==> config.mk <==
export PLATFORM = sky130hd
export DESIGN_NAME = mc_ctrl_unit
export DESIGN_NICKNAME = d
export VERILOG_FILES = /design/src/rtl/mc_ctrl_unit.sv
export SDC_FILE = /design/constraint.sdc
export NUM_CORES = 1
export LEC_CHECK = 0
export CAP_MARGIN = 40
export CORE_MARGIN = 2
export CORE_UTILIZATION = 33
export DETAILED_ROUTE_END_ITERATION = 7
export PLACE_DENSITY_LB_ADDON = 0.25
export SLEW_MARGIN = 15
export SYNTH_ARGS = -nofsm -noshare
export SYNTH_HDL_FRONTEND = slang
export SYNTH_SLANG_ARGS = --single-unit
==> constraint.sdc <==
create_clock -name clk -period 3.7 [get_ports clk]
set_input_delay 0.74 -clock clk [delete_from_list [all_inputs] [get_ports clk]]
set_output_delay 0.74 -clock clk [all_outputs]
set_load 0.01 [all_outputs]
==> src/rtl/mc_ctrl_unit.sv <==
// mc_ctrl_unit: multi-cycle MIPS control unit.
// Sequences FETCH/DECODE/EXEC/MEM/WB with wait-state tolerant memory
// handshakes, and drives the datapath selects, write strobes and counters.
module mc_ctrl_unit #(
    parameter int ALUOP_W      = 5,
    parameter int NPCOP_W      = 4,
    parameter int CNT_W        = 32,
    parameter int ILLEGAL_HALT = 1
) (
    input  logic               clk,
    input  logic               rst,
    input  logic [5:0]         op,
    input  logic [5:0]         funct,
    input  logic [4:0]         bgez_bltz,
    output logic               imem_req,
    input  logic               imem_ack,
    output logic               dmem_req,
    input  logic               dmem_ack,
    output logic               IRWr,
    output logic               MDRWr,
    output logic               PCWr,
    output logic               RFWr,
    output logic [1:0]         RegDst,
    output logic [1:0]         ToReg,
    output logic [1:0]         ALUSrc,
    output logic               ALUSrc0,
    output logic               EXTOp,
    output logic [ALUOP_W-1:0] ALUOp,
    output logic [NPCOP_W-1:0] NPCOp,
    output logic [1:0]         DMWr,
    output logic [2:0]         DMRe,
    output logic [2:0]         state,
    output logic               halted,
    output logic               illegal,
    output logic [CNT_W-1:0]   instret,
    output logic [CNT_W-1:0]   cycles
);
    // Datapath select encodings shared with the datapath
    localparam logic [1:0] RD_RT = 2'd0, RD_RD = 2'd1, RD_RA = 2'd2;
    localparam logic [1:0] DM2REG = 2'd0, ALU2REG = 2'd1, NPC2REG = 2'd2;
    localparam logic [1:0] ALUSRC_ZERO = 2'd0, ALUSRC_REG = 2'd1, ALUSRC_IMM = 2'd2;
    localparam logic [1:0] DMWR_NOP = 2'd0, DMWR_SW = 2'd1, DMWR_SH = 2'd2, DMWR_SB = 2'd3;
    localparam logic [2:0] DMRE_NOP = 3'd0, DMRE_LW = 3'd1, DMRE_LH = 3'd2,
                           DMRE_LHU = 3'd3, DMRE_LB = 3'd4, DMRE_LBU = 3'd5;
    localparam logic [NPCOP_W-1:0] NPC_PLUS4 = NPCOP_W'(0), NPC_BRANCH_BEQ = NPCOP_W'(1),
        NPC_BRANCH_BNE = NPCOP_W'(2), NPC_BRANCH_BGTZ = NPCOP_W'(3),
        NPC_BRANCH_BLEZ = NPCOP_W'(4), NPC_BRANCH_BLTZ = NPCOP_W'(5),
        NPC_BRANCH_BGEZ = NPCOP_W'(6), NPC_JUMP = NPCOP_W'(7), NPC_JR = NPCOP_W'(8);
    localparam logic [ALUOP_W-1:0] ALU_NOP = ALUOP_W'(0), ALU_ADD = ALUOP_W'(1),
        ALU_ADDU = ALUOP_W'(2), ALU_SUB = ALUOP_W'(3), ALU_SUBU = ALUOP_W'(4),
        ALU_AND = ALUOP_W'(5), ALU_OR = ALUOP_W'(6), ALU_XOR = ALUOP_W'(7),
        ALU_NOR = ALUOP_W'(8), ALU_SLT = ALUOP_W'(9), ALU_SLTU = ALUOP_W'(10),
        ALU_SLL = ALUOP_W'(11), ALU_SRL = ALUOP_W'(12), ALU_SRA = ALUOP_W'(13),
        ALU_LUI = ALUOP_W'(14);

    typedef enum logic [2:0] {
        S_FETCH = 3'd0, S_DECODE = 3'd1, S_EXEC = 3'd2,
        S_MEM = 3'd3, S_WB = 3'd4, S_HALT = 3'd5
    } st_t;

    // Instruction class decides the FSM path after DECODE
    typedef enum logic [2:0] {
        CL_ILL, CL_JUMP, CL_LINK, CL_BR, CL_LD, CL_ST, CL_ALU
    } cls_t;

    st_t                cur;
    cls_t               cls;
    logic [1:0]         d_regdst, d_toreg, d_alusrc, d_dmwr;
    logic [2:0]         d_dmre;
    logic               d_alusrc0, d_extop, sel_on;
    logic [ALUOP_W-1:0] d_aluop;
    logic [NPCOP_W-1:0] d_npcop;

    // Instruction decode: class plus the select values for this instruction
    always_comb begin
        cls       = CL_ILL;
        d_regdst  = RD_RT;
        d_toreg   = DM2REG;
        d_alusrc  = ALUSRC_ZERO;
        d_alusrc0 = 1'b0;
        d_extop   = 1'b0;
        d_aluop   = ALU_NOP;
        d_npcop   = NPC_PLUS4;
        d_dmwr    = DMWR_NOP;
        d_dmre    = DMRE_NOP;
        case (op)
            6'h00: begin
                cls = CL_ALU;
                case (funct)
                    6'h20: d_aluop = ALU_ADD;
                    6'h21: d_aluop = ALU_ADDU;
                    6'h22: d_aluop = ALU_SUB;
                    6'h23: d_aluop = ALU_SUBU;
                    6'h24: d_aluop = ALU_AND;
                    6'h25: d_aluop = ALU_OR;
                    6'h26: d_aluop = ALU_XOR;
                    6'h27: d_aluop = ALU_NOR;
                    6'h2A: d_aluop = ALU_SLT;
                    6'h2B: d_aluop = ALU_SLTU;
                    6'h00: begin d_aluop = ALU_SLL; d_alusrc0 = 1'b1; end
                    6'h02: begin d_aluop = ALU_SRL; d_alusrc0 = 1'b1; end
                    6'h03: begin d_aluop = ALU_SRA; d_alusrc0 = 1'b1; end
                    6'h04: d_aluop = ALU_SLL;
                    6'h06: d_aluop = ALU_SRL;
                    6'h07: d_aluop = ALU_SRA;
                    6'h08: begin cls = CL_JUMP; d_npcop = NPC_JR; end
                    6'h09: begin
                        cls = CL_LINK; d_npcop = NPC_JR;
                        d_regdst = RD_RD; d_toreg = NPC2REG;
                    end
                    default: cls = CL_ILL;
                endcase
                // register-register ALU ops write rd from the ALU
                if (cls == CL_ALU) begin
                    d_regdst = RD_RD;
                    d_toreg  = ALU2REG;
                    d_alusrc = ALUSRC_REG;
                end
            end
            6'h02: begin cls = CL_JUMP; d_npcop = NPC_JUMP; end
            6'h03: begin
                cls = CL_LINK; d_npcop = NPC_JUMP;
                d_regdst = RD_RA; d_toreg = NPC2REG;
            end
            6'h04: begin cls = CL_BR; d_alusrc = ALUSRC_REG; d_aluop = ALU_SUB; d_npcop = NPC_BRANCH_BEQ; end
            6'h05: begin cls = CL_BR; d_alusrc = ALUSRC_REG; d_aluop = ALU_SUB; d_npcop = NPC_BRANCH_BNE; end
            6'h06: begin cls = CL_BR; d_aluop = ALU_SUB; d_npcop = NPC_BRANCH_BLEZ; end
            6'h07: begin cls = CL_BR; d_aluop = ALU_SUB; d_npcop = NPC_BRANCH_BGTZ; end
            6'h01: begin
                d_aluop = ALU_SUB;
                if (bgez_bltz == 5'd0)      begin cls = CL_BR; d_npcop = NPC_BRANCH_BLTZ; end
                else if (bgez_bltz == 5'd1) begin cls = CL_BR; d_npcop = NPC_BRANCH_BGEZ; end
                else                        d_aluop = ALU_NOP;
            end
            6'h08, 6'h09, 6'h0A, 6'h0B, 6'h0C, 6'h0D, 6'h0E, 6'h0F: begin
                cls      = CL_ALU;
                d_toreg  = ALU2REG;
                d_alusrc = ALUSRC_IMM;
                d_extop  = (op <= 6'h0B);
                case (op[2:0])
                    3'd0:    d_aluop = ALU_ADD;
                    3'd1:    d_aluop = ALU_ADDU;
                    3'd2:    d_aluop = ALU_SLT;
                    3'd3:    d_aluop = ALU_SLTU;
                    3'd4:    d_aluop = ALU_AND;
                    3'd5:    d_aluop = ALU_OR;
                    3'd6:    d_aluop = ALU_XOR;
                    default: d_aluop = ALU_LUI;
                endcase
            end
            6'h20, 6'h21, 6'h23, 6'h24, 6'h25: begin
                cls = CL_LD; d_alusrc = ALUSRC_IMM; d_extop = 1'b1; d_aluop = ALU_ADD;
                case (op)
                    6'h20:   d_dmre = DMRE_LB;
                    6'h21:   d_dmre = DMRE_LH;
                    6'h24:   d_dmre = DMRE_LBU;
                    6'h25:   d_dmre = DMRE_LHU;
                    default: d_dmre = DMRE_LW;
                endcase
            end
            6'h28, 6'h29, 6'h2B: begin
                cls = CL_ST; d_alusrc = ALUSRC_IMM; d_extop = 1'b1; d_aluop = ALU_ADD;
                case (op)
                    6'h28:   d_dmwr = DMWR_SB;
                    6'h29:   d_dmwr = DMWR_SH;
                    default: d_dmwr = DMWR_SW;
                endcase
            end
            default: cls = CL_ILL;
        endcase
    end

    // State-gated strobes and selects; strobes are suppressed while rst is high
    always_comb begin
        sel_on   = (cur == S_DECODE) || (cur == S_EXEC) || (cur == S_MEM) || (cur == S_WB);
        imem_req = (cur == S_FETCH);
        dmem_req = (cur == S_MEM);
        IRWr     = !rst && (cur == S_FETCH) && imem_ack;
        illegal  = !rst && (cur == S_DECODE) && (cls == CL_ILL);
        MDRWr    = !rst && (cur == S_MEM) && (cls == CL_LD) && dmem_ack;
        RFWr     = !rst && (cur == S_WB);
        PCWr     = !rst && (((cur == S_DECODE) && ((cls == CL_JUMP) ||
                                ((cls == CL_ILL) && (ILLEGAL_HALT == 0)))) ||
                            ((cur == S_EXEC) && (cls == CL_BR)) ||
                            ((cur == S_MEM) && (cls == CL_ST) && dmem_ack) ||
                            (cur == S_WB));
        RegDst   = sel_on ? d_regdst  : RD_RT;
        ToReg    = sel_on ? d_toreg   : DM2REG;
        ALUSrc   = sel_on ? d_alusrc  : ALUSRC_ZERO;
        ALUSrc0  = sel_on ? d_alusrc0 : 1'b0;
        EXTOp    = sel_on ? d_extop   : 1'b0;
        ALUOp    = sel_on ? d_aluop   : ALU_NOP;
        NPCOp    = sel_on ? d_npcop   : NPC_PLUS4;
        DMWr     = dmem_req ? d_dmwr : DMWR_NOP;
        DMRe     = dmem_req ? d_dmre : DMRE_NOP;
    end

    assign state = cur;

    // Sequencer, halt flag and retire/cycle counters
    always_ff @(posedge clk) begin
        if (rst) begin
            cur     <= S_FETCH;
            halted  <= 1'b0;
            instret <= '0;
            cycles  <= '0;
        end else begin
            if (cur != S_HALT) cycles <= cycles + CNT_W'(1);
            if (PCWr)          instret <= instret + CNT_W'(1);
            case (cur)
                S_FETCH:  if (imem_ack) cur <= S_DECODE;
                S_DECODE: begin
                    case (cls)
                        CL_JUMP: cur <= S_FETCH;
                        CL_LINK: cur <= S_WB;
                        CL_ILL: begin
                            if (ILLEGAL_HALT != 0) begin
                                cur    <= S_HALT;
                                halted <= 1'b1;
                            end else begin
                                cur <= S_FETCH;
                            end
                        end
                        default: cur <= S_EXEC;
                    endcase
                end
                S_EXEC: begin
                    case (cls)
                        CL_BR:        cur <= S_FETCH;
                        CL_LD, CL_ST: cur <= S_MEM;
                        default:      cur <= S_WB;
                    endcase
                end
                S_MEM: if (dmem_ack) cur <= (cls == CL_LD) ? S_WB : S_FETCH;
                S_WB:    cur <= S_FETCH;
                S_HALT:  cur <= S_HALT;
                default: cur <= S_FETCH;
            endcase
        end
    end
endmodule

# ---- Word-level counts from Yosys, hierarchy flattened
# Index checks and enable logic that the tools add are counted.
dict set report word_totals {
  regBits 68
  inputBits 21
  word_cells 155
}
dict set report classes {
  order_cmp 1
  add_sub_neg 2
  n_reduce_logical 43
  mux 44
  n_eq_ne 61
}
# operator n
set ops {}
lappend ops {{$eq A6 B6 Y1 const B} 18}
lappend ops {{$add A32 B1 Y32 const B} 2}
lappend ops {{$eq A6 B4 Y1 const B} 10}
lappend ops {{$pmux W4 S7} 2}
lappend ops {{$pmux W4 S13} 1}
lappend ops {{$eq A6 B3 Y1 const B} 7}
lappend ops {{$reduce_or A16 Y1} 2}
lappend ops {{$eq A3 B3 Y1 const B} 8}
lappend ops {{$eq A6 B2 Y1 const B} 4}
lappend ops {{$mux W2} 12}
lappend ops {{$mux W3} 8}
lappend ops {{$pmux W3 S8} 1}
lappend ops {{$pmux W4 S5} 1}
lappend ops {{$eq A3 B2 Y1 const B} 6}
lappend ops {{$pmux W3 S3} 2}
lappend ops {{$reduce_or A8 Y1} 2}
lappend ops {{$pmux W3 S5} 1}
lappend ops {{$reduce_or A2 Y1} 7}
lappend ops {{$logic_and A1 B1 Y1} 13}
lappend ops {{$logic_not A6 Y1} 2}
lappend ops {{$pmux W2 S3} 2}
lappend ops {{$pmux W3 S4} 1}
lappend ops {{$eq A3 B1 Y1 const B} 3}
lappend ops {{$logic_not A3 Y1} 3}
lappend ops {{other kinds (18)} 33}

# ---- Depth between registers and ports, before layout
dict set report logic_depth {
  word_depth 11
  depth_mapped 10
  mapped_depth_nobuf 8
}

# ---- Worst setup path after synthesis
# OpenSTA, ideal clock, no wires.
dict set report synth_timing {
  path_type {input to output}
  startpoint {input port op[5]}
  endpoint {output port PCWr}
  cell_stages 9
  n_path_buf 3
  setup_slack_ps -11
  t_arrival_ps 2971
  path_cell_list {clkbuf_1 or4_4 or2_1 o22ai_2 mux2_4 a21boi_4 clkbuf_1 buf_2 nor2_1}
}
dict set report synth_between {
  elab_chain_cells 9
  elab_cells_between_ends 40
  classes_between {eq/ne: 26; mux: 1; reduce/logical: 13}
}
# item line
set synth_rtl {}
lappend synth_rtl {{start, declared} 12} ;# input logic [5:0] op,
lappend synth_rtl {{$eq A6 B4 Y1, or another cell as far along} 86} ;# case (op)
lappend synth_rtl {{$reduce_or A8 Y1, or another cell as far along} 86}
lappend synth_rtl {{$pmux W3 S8 *} 86}
lappend synth_rtl {{$eq A3 B1 Y1, or another cell as far along} 182} ;# PCWr = !rst && (((cur == S_DECODE) && ((cls == CL_JUMP) ||
lappend synth_rtl {{$logic_and A1 B1 Y1 (on tied branches)} {182, 184, 185}}
lappend synth_rtl {{$logic_or A1 B1 Y1 or $logic_and A1 B1 Y1 (tied branches)} {183, 185}}
lappend synth_rtl {{$logic_or A1 B1 Y1 *} 184} ;# ((cur == S_EXEC) && (cls == CL_BR)) ||
lappend synth_rtl {{$logic_or A1 B1 Y1 *} 185} ;# ((cur == S_MEM) && (cls == CL_ST) && dmem_ack) ||
lappend synth_rtl {{$logic_and A1 B1 Y1 *} 182}
lappend synth_rtl {{end, declared} 21} ;# output logic PCWr,
# Mark *: on every way between the ends. The rest lies on a longest branch, timed or not.

# ---- Worst setup path after layout
dict set report layout_timing {
  startpoint {input port op[2]}
  endpoint {output port ALUOp[1]}
}
dict set report layout_between {
  elab_chain_cells 4
  elab_cells_between_ends 35
  classes_between {eq/ne: 27; mux: 3; reduce/logical: 5}
}
# item line
set layout_rtl {}
lappend layout_rtl {{$eq A3 B3 Y1, or another cell as far along} 140} ;# case (op[2:0])
lappend layout_rtl {{$pmux W4 S7, or another cell as far along} 140}
lappend layout_rtl {{$pmux W4 S5 *} 86}
lappend layout_rtl {{$mux W5 *} 192} ;# ALUOp = sel_on ? d_aluop : ALU_NOP;
lappend layout_rtl {{end, declared} 28} ;# output logic [ALUOP_W-1:0] ALUOp,
# Marks and branches as above.

==> impl_metrics.env <==
export IMPL_synth_seq_cells=68
export IMPL_clkSinkCount=68
export IMPL_crit_type="in2out"
export IMPL_synth_cell_type_count=61
export IMPL_synth_nets=563
export IMPL_max_slew_worst_pin_slew_ns=0.797
export IMPL_wl_mm=11.8
export IMPL_rsz0062_at_grt="no"
export IMPL_clkTransAtPathRegs_ns=0.05
export IMPL_synth_warnings=0
export IMPL_finalNonFillerCells=826
export IMPL_seq_area_frac_synth_pct=33.4
export IMPL_globalplace_congestion=0.908
export IMPL_syn_area_per_cell_um2=7.54
export IMPL_p_per_area_nw_per_um2=367
export IMPL_hpwlAfterDp_mm=8.72
export IMPL_async_flop_share_pct=0
export IMPL_vias=4366
export IMPL_layout_nets=697
export IMPL_hold_path_depth=2
export IMPL_maxCapViolCount=0
export IMPL_area_growth_pct=45.1
export IMPL_ff2ff_path_depth=7
export IMPL_finalClockSkew_ns=0.00713
export IMPL_cp_arrival_ns=2.88
export IMPL_ir_drop_uv=199
export IMPL_reg2reg_to="instret[29]$_SDFFE_PP0P_"
export IMPL_drt_pass1_iter_count=5
export IMPL_die_w_um=115
export IMPL_clock_path_buffers=2
export IMPL_crit_path_end_kind="output pin"
export IMPL_synth_ff_type="dfxtp_1"
export IMPL_grt_pass1_wl_mm=19.1
export IMPL_vias_per_cell=5.29
export IMPL_root_buffer="clkbuf_16"
export IMPL_slew_violations=0
export IMPL_startpoint_type="primary input"
export IMPL_period_share_pct=97.8
export IMPL_synthCells=540
export IMPL_ant_nets=0
export IMPL_slew_limit_headroom_pct=46.7
export IMPL_synth_edff_count=0
export IMPL_setup_viol=0
export IMPL_power_leakage_uw=0.00215
export IMPL_cts_setup_buffers=0
export IMPL_placed_area_um2=5570
export IMPL_start_util_pct=33.9
export IMPL_overflow=0
export IMPL_status="finished, final reports clean"
export IMPL_n_antenna_cell=0
export IMPL_drt_wirelength_per_cell_um=14.3
export IMPL_layout_drive_gt1_share_pct=11.6
export IMPL_min_to="halted$_SDFFE_PP0P_"
export IMPL_die_h_um=115
export IMPL_period_needed_ns=3.62
export IMPL_synth_area_um2=4070
export IMPL_drc=0
export IMPL_fillers=1166
export IMPL_grt_pass1_vias=4106
export IMPL_r2r_slack_ns=1.04
export IMPL_grt_max_degree=51
export IMPL_num_io_pins=118
export IMPL_min_from="halted$_SDFFE_PP0P_"
export IMPL_pre_cts_slack_ns=-0.370
export IMPL_max_freq_ghz=0.276
export IMPL_dieArea_um2=13200
export IMPL_cts_buffers=9
export IMPL_post_place_cells=810
export IMPL_hold_viol=0
export IMPL_core_area_um2=12000
export IMPL_cts_max_level=3
export IMPL_cts_tree="yes"
export IMPL_grt_usage_pct=17.8
export IMPL_antenna_found_initial=0
export IMPL_required_ns=2.96
export IMPL_rows=40
export IMPL_reg2reg_from="instret[4]$_SDFFE_PP0P_"
export IMPL_fin_ws_ns=0.0822
export IMPL_power_total_uw=2170
export IMPL_hold_buffers=0
export IMPL_fin_area_um2=5910
export IMPL_clk_latency_ns=0.33
export IMPL_io_buffer_count=116
export IMPL_drt_initial_drc_count=255
export IMPL_cp_max_fo=6
export IMPL_hold_class="reg2reg"
-- worst max path at each step --
stage	start	end	slack (ns)	cells after the start
finish	op[2]	ALUOp[1]	0.08	7
global route	op[2]	ALUSrc0	0.008	6
CTS	bgez_bltz[1]	NPCOp[0]	0.009	10
floorplan	op[5]	PCWr	0.08	9
global placement	op[2]	PCWr	-0.34	8
detailed placement	op[2]	ALUOp[2]	-0.37	8
-- metrics by stage --
step | util [%] | hold WS, ns | setup TNS [ns]
finish | 49.2 | 0.440 | 0
global route | 49.2 | 0.461 | 0
CTS | 49.1 | 0.446 | 0
detailed placement | 46.4 | 0.439 | -2.84
global placement | 46.4 | 0.439 | -2.49
floorplan | - | 0.470 | 0
-- layout make-up --
cell class              count  area [um^2]  share of cell area (%)
multi-input cells         421         2510                    42.6
clock inverters             4         70.1                    1.19
well taps                 147          184                    3.11
inverters                  17         63.8                    1.08
flip-flops and latches     68         1360                    23.0
repair buffers            157         1450                    24.5
clock buffers              12          267                    4.51
-- power breakdown --
part	switching (uW)	leakage [uW]	internal, uW
sequential	34.6	0.000549	753
combinational	233	0.00143	197
clock	311	0.000169	642
total	579	0.00215	1590
-- layout by cell type (no fill, tap or decap), types with 5 or more instances in the layout --
master / instances
o21ai_1: 6
nor3_1: 18
clkbuf_16: 9
and3_1: 16
nor2b_1: 8
xor2_1: 14
buf_4: 41
nor4_1: 7
o31ai_1: 6
inv_1: 17
mux2i_1: 5
dlygate4sd2_1: 12
nand4_1: 15
nand2b_1: 10
a211oi_1: 5
xnor2_1: 13
dfxtp_1: 68
o21ai_0: 27
nand3_1: 25
nor2_1: 59
or3_1: 30
or4_1: 6
nand2_1: 43
a21oi_1: 43
clkdlybuf4s50_1: 97
-- synth_stat cells, drive strengths merged, types with 6 or more instances --
library cell / number / area (um^2)
nor3: 19 / 95.1
xor2: 14 / 123
o21ai: 33 / 165
and3: 16 / 100
dfxtp: 68 / 1360
nand4: 15 / 93.8
clkbuf: 28 / 105
nor4: 9 / 62.6
o31ai: 7 / 66.3
or3: 30 / 188
inv: 17 / 63.8
xnor2: 13 / 114
a21oi: 43 / 215
or4: 7 / 56.3
or2: 6 / 37.5
nand3: 25 / 125
nor2: 59 / 221
buf: 6 / 42.5
nand2: 43 / 161
nor2b: 8 / 50.1
nand2b: 10 / 62.6
-- per-layer routing --
metal	track usage, %	up-vias	routed length [um]
met5	0	-	0
met4	6.27	0	243
met3	4.64	21	685
met2	29.3	118	5480
met1	22.5	2013	5420
li1	-	2214	-
-- sequential cells by signal, summed over array words and instances, names as in the netlist --
register / flops
cycles: 32
instret: 32
state: 3
halted: 1
-- worst max-delay path: stages --
cell and delay [ns]:
clkdlybuf4s50_1 0.42, or4_4 0.54, or2_4 0.27, or2_4 0.29, o21ai_0 0.19, nor2b_1 0.15
dlygate4sd2_1 0.27
-- logic make-up after synthesis --
group | after synthesis | share of synthesized area (%)
other cells | 1 | 0.0921
compound gates | 117 | 18.1
xor+xnor | 27 | 5.81
buf+inv | 51 | 5.19
fa+ha+maj | 2 | 0.615
simple gates | 266 | 34.6
flops | 68 | 33.4
mux | 8 | 2.15
-- timing repair --
item | in CTS | in global routing
resized for setup | 22 | 6
endpoints found under the setup margin | 14 | 7
pin swaps | 0 | 2
No activity file was read; power rests on OpenSTA's default activity.
